<file path="src/rtl/pe_accumulator.sv">
// rtl/pe_accumulator.sv - windowed product accumulator with round/shift/saturate and 2-entry output FIFO
module pe_accumulator #(
  parameter int DATA_WIDTH   = 8,
  parameter int WEIGHT_WIDTH = 8,
  parameter int TAPS         = 9,
  parameter int ACC_WIDTH    = 24,
  parameter int SHIFT        = 4
) (
  input  logic                               clk,
  input  logic                               rstn,
  input  logic                               clear,
  input  logic [DATA_WIDTH+WEIGHT_WIDTH-1:0] prod_in,
  input  logic                               prod_valid,
  input  logic [ACC_WIDTH-1:0]               bias,
  output logic [DATA_WIDTH-1:0]              acc_out,
  output logic                               out_valid,
  input  logic                               out_ready,
  output logic                               busy,
  output logic                               overflow
);

  localparam int PW = DATA_WIDTH + WEIGHT_WIDTH;
  localparam int CW = $clog2(TAPS);

  // Half-LSB rounding term for the final shift; zero when no shift is applied.
  localparam logic [ACC_WIDTH:0] RND = (SHIFT == 0) ? {(ACC_WIDTH+1){1'b0}}
                                     : ((ACC_WIDTH+1)'(1) << ((SHIFT > 0) ? SHIFT - 1 : 0));
  localparam logic [ACC_WIDTH:0] PIX_MAX = {{(ACC_WIDTH+1-DATA_WIDTH){1'b0}}, {DATA_WIDTH{1'b1}}};

  typedef enum logic [1:0] {
    S_IDLE,
    S_ACCUM,
    S_FINISH
  } state_t;

  state_t                state, state_nxt;
  logic [CW-1:0]         tap_cnt;
  logic [ACC_WIDTH-1:0]  acc;
  logic [ACC_WIDTH-1:0]  acc_base;
  logic [ACC_WIDTH:0]    sum_ext;
  logic [ACC_WIDTH-1:0]  acc_nxt;
  logic [ACC_WIDTH:0]    rnd_ext;
  logic [DATA_WIDTH-1:0] res;
  logic [DATA_WIDTH-1:0] tail_q;
  logic                  tail_valid;
  logic                  last_tap;
  logic                  push;
  logic                  pop;

  assign last_tap = prod_valid && (tap_cnt == CW'(TAPS - 1));
  assign pop      = out_valid && out_ready;
  assign busy     = (tap_cnt != '0);

  // Saturating add: the first tap of a window starts from bias instead of the running sum.
  always_comb begin
    acc_base = (tap_cnt == '0) ? bias : acc;
    sum_ext  = {1'b0, acc_base} + {{(ACC_WIDTH+1-PW){1'b0}}, prod_in};
    acc_nxt  = sum_ext[ACC_WIDTH] ? {ACC_WIDTH{1'b1}} : sum_ext[ACC_WIDTH-1:0];
  end

  // Round, shift and clamp the finished window sum to pixel width.
  always_comb begin
    rnd_ext = ({1'b0, acc} + RND) >> SHIFT;
    res     = (rnd_ext > PIX_MAX) ? {DATA_WIDTH{1'b1}} : rnd_ext[DATA_WIDTH-1:0];
  end

  // Next-state logic; FINISH lasts one cycle and issues the FIFO push.
  always_comb begin
    state_nxt = state;
    push      = 1'b0;
    case (state)
      S_IDLE:   if (prod_valid) state_nxt = S_ACCUM;
      S_ACCUM:  if (last_tap) state_nxt = S_FINISH;
      S_FINISH: begin
        push      = 1'b1;
        state_nxt = prod_valid ? S_ACCUM : S_IDLE;
      end
      default:  state_nxt = S_IDLE;
    endcase
  end

  // State register.
  always_ff @(posedge clk or negedge rstn) begin
    if (!rstn) begin
      state <= S_IDLE;
    end else if (clear) begin
      state <= S_IDLE;
    end else begin
      state <= state_nxt;
    end
  end

  // Tap counter and accumulator; every valid product is taken unless cleared.
  always_ff @(posedge clk or negedge rstn) begin
    if (!rstn) begin
      tap_cnt <= '0;
      acc     <= '0;
    end else if (clear) begin
      tap_cnt <= '0;
      acc     <= '0;
    end else if (prod_valid) begin
      acc     <= acc_nxt;
      tap_cnt <= last_tap ? '0 : tap_cnt + CW'(1);
    end
  end

  // Two-entry output FIFO: acc_out is the head register, tail_q the second slot.
  always_ff @(posedge clk or negedge rstn) begin
    if (!rstn) begin
      acc_out    <= '0;
      out_valid  <= 1'b0;
      tail_q     <= '0;
      tail_valid <= 1'b0;
      overflow   <= 1'b0;
    end else if (clear) begin
      acc_out    <= '0;
      out_valid  <= 1'b0;
      tail_q     <= '0;
      tail_valid <= 1'b0;
      overflow   <= 1'b0;
    end else if (pop) begin
      if (tail_valid) begin
        acc_out <= tail_q;
        if (push) tail_q <= res;
        else      tail_valid <= 1'b0;
      end else if (push) begin
        acc_out <= res;
      end else begin
        out_valid <= 1'b0;
      end
    end else if (push) begin
      if (!out_valid) begin
        acc_out   <= res;
        out_valid <= 1'b1;
      end else if (!tail_valid) begin
        tail_q     <= res;
        tail_valid <= 1'b1;
      end else begin
        overflow <= 1'b1;
      end
    end
  end

endmodule

</file>
<file path="config.mk">
export PLATFORM = sky130hd
export DESIGN_NAME = pe_accumulator
export DESIGN_NICKNAME = d
export VERILOG_FILES = /design/src/rtl/pe_accumulator.sv
export SDC_FILE = /design/constraint.sdc
export NUM_CORES = 1
export LEC_CHECK = 0
export ABC_AREA = 1
export BUFFER_PORTS_ARGS = -buffer_cell sky130_fd_sc_hd__buf_2
export CAP_MARGIN = 0
export CORE_ASPECT_RATIO = 0.6
export CORE_MARGIN = 2
export CORE_UTILIZATION = 59
export DETAILED_ROUTE_END_ITERATION = 10
export PLACE_DENSITY = 0.8
export SETUP_SLACK_MARGIN = 0.3
export SLEW_MARGIN = 40
export SYNTH_ARGS = -nofsm -noshare
export SYNTH_HDL_FRONTEND = slang
export SYNTH_SLANG_ARGS = --single-unit
</file>
<file path="constraint.sdc">
create_clock -name clk -period 8.4 [get_ports clk]
set_input_delay 1.68 -clock clk [delete_from_list [all_inputs] [get_ports clk]]
set_output_delay 1.68 -clock clk [all_outputs]
set_load 0.03 [all_outputs]
</file>
## Word level (Yosys, flattened, before mapping)

Index checks and enable logic that the tools add are counted.
W data, S select, Z words.

| cells by class | value |
|---|---|
| add/sub/neg operators | 3 |
| $lt $le $gt $ge | 1 |
| equality and inequality tests | 11 |
| multiplexer cells | 42 |
| reduce and logical (&&, ||, !) cells | 18 |

Operator list:

| cell | number |
|---|---|
| $mux W8 | 13 |
| $mux W24 | 4 |
| $add A24 B16 Y25 | 1 |
| $add A24 B4 Y25 const B | 1 |
| $gt A21 B8 Y1 const B | 1 |
| $mux W1 | 18 |
| $ne A3 B3 Y1 const B | 5 |
| $mux W4 | 3 |
| $reduce_bool A3 Y1 | 3 |
| $reduce_and A4 Y1 | 2 |
| $reduce_bool A2 Y1 | 4 |
| $mux W2 | 3 |
| $ne A3 B2 Y1 const B | 2 |
| $pmux W2 S3 | 1 |
| $reduce_and A3 Y1 | 2 |
| $add A4 B1 Y4 const B | 1 |
| $eq A4 B4 Y1 const B | 1 |
| $logic_not A4 Y1 | 1 |
| $reduce_and A2 Y1 | 2 |
| $reduce_bool A4 Y1 | 1 |
| $eq A2 B1 Y1 const B | 1 |
| $eq A2 B2 Y1 const B | 1 |
| $logic_and A1 B1 Y1 | 2 |
| $logic_not A2 Y1 | 1 |
| $ne A2 B2 Y1 const B | 1 |

| word-level totals | value |
|---|---|
| bits in registers | 49 |
| bits of input ports | 45 |
| output and inout bits | 11 |
| logic and storage cells | 83 |

## Logic depth before layout (Yosys ltp)

Gate-level depths: netlist (run 1).

| depth | value |
|---|---|
| depth in word-level cells | 8 |
| gate-level depth with buffers | 23 |
| gate-level depth less buffers | 20 |

## Worst setup path before layout (run 1)

No wires, ideal clock.

| timing | value |
|---|---|
| path kind | input -> register |
| from | input bias[0] |
| to | register acc[3] |
| setup time | 0.076 ns |
| data arrival time | 3.507 ns |
| data required time | 8.324 ns |
| setup slack | 4.817 ns |
| cell stages on the path | 15 |
| path buffers | 1 |
| cells stage by stage | nor2_1 -> a21oi_1 -> ha_1 -> inv_1 -> fa_1 -> o21ai_1 -> nand3_1 -> nand2_1 -> nand2_1 -> nand2_1 -> nand2_1 -> nor2_4 -> buf_6 -> o21ai_1 -> o21ai_1 |

| on the way | value |
|---|---|
| cells in the longest elaborated chain, start to end | 5 |

RTL lines:

| what | line | RTL |
|---|---|---|
| from (decl) | 14 | `input logic [ACC_WIDTH-1:0] bias,` |
| $mux W24 | 56 | `acc_base = (tap_cnt == '0) ? bias : acc;` |
| $add A24 B16 Y25 | 57 | `sum_ext = {1'b0, acc_base} + {{(ACC_WIDTH+1-PW){1'b0}}, prod_in};` |
| $mux W24 | 58 | `acc_nxt = sum_ext[ACC_WIDTH] ? {ACC_WIDTH{1'b1}} : sum_ext[ACC_WIDTH-1:0];` |
| $mux W24 | 101 | `end else if (prod_valid) begin` |
| $mux W24 | 98 | `end else if (clear) begin` |
| to (signal assigned) | 102 | `acc <= acc_nxt;` |
| to (decl) | 38 | `logic [ACC_WIDTH-1:0] acc;` |

Every way passes these cells. The select of a mux whose other input is x is not followed.
A chain may end at the register's enable or synchronous reset.

## Final worst setup path (run 1)

| timing | value |
|---|---|
| from | input bias[0] |
| to | register acc[21] |

The elaborated chain is that of the path after synthesis.

==> impl_metrics.tcl, run 1 <==
set metrics [dict create \
    grt_pass1_wl_mm 19.4 \
    layout-drive-gt1-share 0.150 \
    die_w_um 112 \
    drc_errors 0 \
    via_per_inst 5.59 \
    skew_ps 6.07 \
    crit_path_end_kind "flop" \
    track_usage 0.305 \
    setup_violations 0 \
    worst_slew_pin_slew_ps 646 \
    required_ps 8630 \
    die-area_mm2 0.00776 \
    ys_types 37 \
    status "finished clean" \
    worstPathArrival_ps 4210 \
    vdd.ir_drop.worst_mv 0.211 \
    num_rows 23 \
    fmax_mhz 251 \
    final_common_cell "nand2_1" \
    start_util 0.615 \
    crit_type "in -> reg" \
    grt_pass1_vias 4019 \
    power_density_mw_per_mm2 339 \
    num_antenna_cells 0 \
    post-route-util 0.682 \
    dp.cells 751 \
    cts_tree "yes" \
    post_cts_resized 0 \
    htree_levels 2 \
    yosys_warnings 0 \
    crit_chain "buf_2, nor2_1, a21oi_1, ha_1, inv_1, fa_1, o21ai_1, nand3_1, nand2_1, nand2_1, nand2_1, nand2_1, nor2_4, inv_2, nand3_1, nand2_1, nand2_1" \
    die_y_um 69.0 \
    fin_crit_sh 0.474 \
    ys_seq_area_frac 0.295 \
    cts_buffer_depth 2 \
    num-fill-cells 633 \
    coreArea_mm2 0.00676 \
    leakagePower_uw 0.00227 \
    design_area_mm2 0.00461 \
    syn_to_final_growth_pct 10.8 \
    layout_common_cells "nand2_1, inv_1, nor2_1, buf_2, dfrtp_1" \
    postRouteAntennaNets 0 \
    globalplace.congestion 0.980 \
    num_vias 4241 \
    rrSetupSlack_ps 4610 \
    numCtsBuffers 5 \
    antenna_found_initial 0 \
    drv_slew 0 \
    cp_slowest_cell "fa_1" \
    firstDrtPassIters 5 \
    place_area_mm2 0.00446 \
    io_buffers 55 \
    clock-root-buffer "clkbuf_16" \
    ys_seq_elements 49 \
    drt_iter0_drc 371 \
    grt_overflow 0 \
    path_clk_slew_ps 70 \
    drv_cap 0 \
    max_stage_delay_ps 410 \
    ctsHoldBuffers 0 \
    finalSetupTns_ps 0 \
    hold_viol_final 0 \
    synth_area_per_cell_um2 6.70 \
    totalWireLength_mm 11.2 \
    synth_cells 621 \
    pin_count 56 \
    dp_hpwl_mm 8.78 \
    grt_max_degree 50 \
    period_needed_ps 3980 \
    hold_class "reg -> reg" \
    netlist_area_mm2 0.00416 \
    fin_nets 736 \
    post_drt_wl_per_cell_um 14.8 \
    stdcell_count 759 \
    cts_sinks 49 \
    slew_headroom 0.569 \
    cts_setup_buffers 0 \
    cpMostUsedCell "nand2_1" \
    cp_max_fo 16 \
    rsz0062_at_grt "no" \
    syn_nets 686 \
    start_kind "input pin" \
    clk-insertion-delay-late_ps 290 \
]
## registers in the layout, summed over array words and instances, names as in the netlist
signal and cells:
overflow 1, state 2, out_valid 1, tap_cnt 4
acc 24, tail_q 8, acc_out 8, tail_valid 1
## stage by stage
step / total power, uW / setup WS [ps] / hold slack (ps)
after floorplan: 1140 / 4820 / 449
after global placement: 1320 / 4310 / 461
after detailed placement: 1330 / 4160 / 459
after CTS: 1540 / 4450 / 478
after global routing: 1700 / 4010 / 512
final: 1560 / 4420 / 479
## power breakdown
part           switching (uW)  internal [uW]
clock                    90.1            109
sequential               61.0            293
combinational             673            335
## worst paths after layout
kind	startpoint	endpoint	depth (start not counted)
worst max-delay path	bias[0]	acc[21]	17
worst min-delay path	acc_out[1]	acc_out[1]	2
worst max register to register	tap_cnt[0]	acc[21]	17
worst min register to register	acc_out[1]	acc_out[1]	2
max in group asynchronous	rstn	acc[2]	1
min in group asynchronous	rstn	tail_q[1]	1
## logic make-up (layout without fill, tap and decap cells)
family,count (synthesis),in the layout,share of synthesized area
AO/OA/AOI/OAI,109,109,0.139
XOR/XNOR,26,26,0.0565
adder cells (fa/ha/maj),20,20,0.0620
buffers and inverters,92,143,0.0929
flip-flops,49,49,0.295
AND/OR/NAND/NOR,325,325,0.355
## critical path: cells and delay by family
family,cells,cell delay (ps)
AO/OA/AOI/OAI,2,480
adder cells (fa/ha/maj),2,610
buffers and inverters,3,300
AND/OR/NAND/NOR,10,1150
## synthesized netlist by cell type
library cell | n | share of area
ha_1 | 19 | 0.057
buf_6 | 4 | 0.011
nand2_1 | 184 | 0.17
inv_1 | 72 | 0.065
a21oi_1 | 43 | 0.052
or2_1 | 1 | 0.0015
inv_2 | 7 | 0.0063
nor3_2 | 1 | 0.0024
nor2_1 | 59 | 0.053
nand3b_1 | 1 | 0.0018
nand3_4 | 2 | 0.0084
and3_1 | 3 | 0.0045
nor3_1 | 3 | 0.0036
nor2_8 | 2 | 0.0096
buf_8 | 1 | 0.0036
a31oi_1 | 3 | 0.0045
dfrtp_1 | 49 | 0.29
nand2_2 | 5 | 0.0075
nand3_2 | 3 | 0.0072
nor4_1 | 1 | 0.0015
a21oi_2 | 1 | 0.0021
nor2_2 | 5 | 0.0075
a32o_1 | 1 | 0.0024
o21ai_2 | 4 | 0.0084
xor2_2 | 1 | 0.0039
o32ai_1 | 1 | 0.0021
nand4_1 | 18 | 0.027
nand3_1 | 31 | 0.037
clkbuf_1 | 8 | 0.0072
nor2_4 | 5 | 0.014
nor3b_1 | 1 | 0.0018
o21ai_0 | 31 | 0.037
fa_1 | 1 | 0.0048
xnor2_1 | 4 | 0.0084
a22oi_1 | 1 | 0.0018
o21ai_1 | 24 | 0.029
xor2_1 | 21 | 0.044
## metal layers
| metal | wire, um | global-route usage | vias to the layer above | share of wire |
|---|---|---|---|---|
| met1 | 5650 | 0.478 | 1936 | 0.50 |
| met4 | 89 | 0.0583 | 0 | 0.0079 |
| li1 | - | - | 2122 | - |
| met3 | 1090 | 0.0774 | 14 | 0.097 |
| met2 | 4380 | 0.424 | 169 | 0.39 |
| met5 | 0 | 0 | - | 0 |
## layout make-up
| type | instances | area (um^2) | area share |
|---|---|---|---|
| multi-input combinational | 480 | 2550 | 0.553 |
| sequential | 49 | 1230 | 0.266 |
| inverter | 79 | 297 | 0.0643 |
| timing repair buffer | 56 | 285 | 0.0619 |
| clock buffer | 5 | 125 | 0.0271 |
| tap | 87 | 109 | 0.0236 |
| clock inverter | 3 | 17.5 | 0.00380 |
Note: power is estimated with default switching activity, not from simulation.
==> run 2: changes to the inputs <==
==> constraint.sdc (replaced) <==
create_clock -name clk -period 4 [get_ports clk]
set_input_delay 0.8 -clock clk [delete_from_list [all_inputs] [get_ports clk]]
set_output_delay 0.8 -clock clk [all_outputs]
set_load 0.03 [all_outputs]
==> impl_metrics.tcl, run 2 (synthesis gave the netlist of run 1 again) <==
set metrics [dict create \
    worstRegToRegCells 19 \
    grt_overflow 0 \
    drt_iter0_drc 421 \
    cp_max_fo 29 \
    start_util 0.615 \
    post-route-util 0.689 \
    ctsHoldBuffers 0 \
    layout_common_cells "nand2_1, inv_1, nor2_1, buf_2, dfrtp_1" \
    stdcell_count 764 \
    clock-root-buffer "clkbuf_16" \
    hold_viol_final 0 \
    largest_register "acc" \
    min_from "acc_out[7]" \
    syn_to_final_growth_pct 12.0 \
    start_kind "flop" \
    die-area_mm2 0.00776 \
    fmax_mhz 291 \
    num_rows 23 \
    period_needed_ps 3430 \
    drc_errors 0 \
    pre_cts_slack_ps 528 \
    leakagePower_uw 0.00229 \
    largestRegisters "acc x24, acc_out x8, tail_q x8" \
    vdd.ir_drop.worst_mv 0.386 \
    final_common_cell "nand2_1" \
    r2r-end "acc[9]" \
    power.total_uw 3300 \
    num_vias 4303 \
    rrSetupSlack_ps 570 \
    firstDrtPassIters 5 \
    dp.cells 753 \
    path_clk_slew_ps 70 \
    dp_hpwl_mm 8.82 \
    totalWireLength_mm 11.3 \
    cts_tree "yes" \
    hold_path_end "acc_out[7]" \
    finalSetupTns_ps 0 \
    crit_type "reg -> reg" \
    skew_ps 6.72 \
    required_ps 4210 \
    grt_max_degree 50 \
    rsz0062_at_grt "no" \
    post_drt_wl_per_cell_um 14.8 \
    fin_nets 741 \
    io_buffers 55 \
    holdPathStages 2 \
    layout-drive-gt1-share 0.152 \
    postRouteAntennaNets 0 \
    die_w_um 112 \
    drv_slew 0 \
    track_usage 0.297 \
    fin_crit_sh 0.859 \
    grt_pass1_wl_mm 18.6 \
    reg2reg_from "tap_cnt[0]" \
    grt_pass1_vias 3783 \
    setup_slack_ps 566 \
    via_per_inst 5.63 \
    worst_slew_pin_slew_ps 641 \
    cts_sinks 49 \
    cts_buffer_depth 2 \
    hold_class "reg -> reg" \
    drv_cap 0 \
    status "finished clean" \
    pin_count 56 \
    die_y_um 69.0 \
    worstPathArrival_ps 3650 \
    crit_path_end_kind "flop" \
    setup_violations 0 \
    power_density_mw_per_mm2 708 \
    numCtsBuffers 5 \
    num_antenna_cells 0 \
    antenna_found_initial 0 \
    globalplace.congestion 1.02 \
    clk-insertion-delay-late_ps 290 \
    slew_headroom 0.572 \
    htree_levels 2 \
    largest_register_ffs 24 \
    coreArea_mm2 0.00676 \
]
[run 2: cell count changes in the layout (fill, tap and decap cells not counted)]
| cell | before | now |
|---|---|---|
| clkbuf_1 | 0 | 2 |
| nor2_1 | 58 | 59 |
| clkinv_2 | 2 | 0 |
| nor2_2 | 6 | 5 |
| buf_6 | 0 | 1 |
| buf_12 | 0 | 1 |
| buf_4 | 2 | 5 |
[run 2: final cells by class]
cell class,count,area (um^2)
clock buffers,7,133
clock inverters,1,7.51
fillers,586,2100
inverters,79,297
multi-input cells,480,2550
flip-flops and latches,49,1230
well taps,87,109
repair buffers,61,339
[run 2: per-layer routing]
metal | wire (um) | GRT usage | up-vias
met3 | 1270 | 0.0730 | 10
met5 | 0 | 0 | -
met2 | 4470 | 0.401 | 215
met4 | 103 | 0.0623 | 0
met1 | 5430 | 0.476 | 1957
li1 | - | - | 2121
[run 2: worst max-delay path: stages (launching register included)]
cell     delay, ps
dfrtp_1        390
inv_1          100
ha_1           230
nand3_4        240
buf_6          270
nor2_1         110
a21oi_1         50
ha_1           410
nand2_1         80
o21ai_1        300
nand3_1        120
nand2_1        150
nand2_1         60
nand2_1         90
nand2_1        120
nor2_4         260
inv_2          140
nand2_1         90
nand2_1         50
o21ai_0         80
[run 2: worst max path at each step]
stage,start,end,slack [ps],depth (start not counted)
floorplan,tap_cnt[0],acc[3],710,20
global placement,tap_cnt[0],acc[9],750,19
detailed placement,tap_cnt[0],acc[11],530,19
CTS,tap_cnt[0],acc[21],500,19
global route,tap_cnt[0],acc[11],330,18
finish,tap_cnt[0],acc[9],570,19
[run 2: power breakdown]
group / internal (uW) / total [uW] / switching, uW / leakage [uW]
sequential: 614 / 751 / 136 / 0.000652
clock: 233 / 417 / 184 / 0.0000641
combinational: 716 / 2130 / 1420 / 0.00158
total: 1560 / 3300 / 1740 / 0.00229
[run 2: metrics by stage]
step	instance area [um^2]	hold slack, ps
after global placement	4480	460
after floorplan	4160	449
after CTS	4620	477
after global routing	4660	503
final	4660	475
after detailed placement	4480	460
[run 2: timing repair]
action	CTS	global route
gates resized for setup	0	1
endpoints found under the setup margin	0	12
setup buffers	0	3
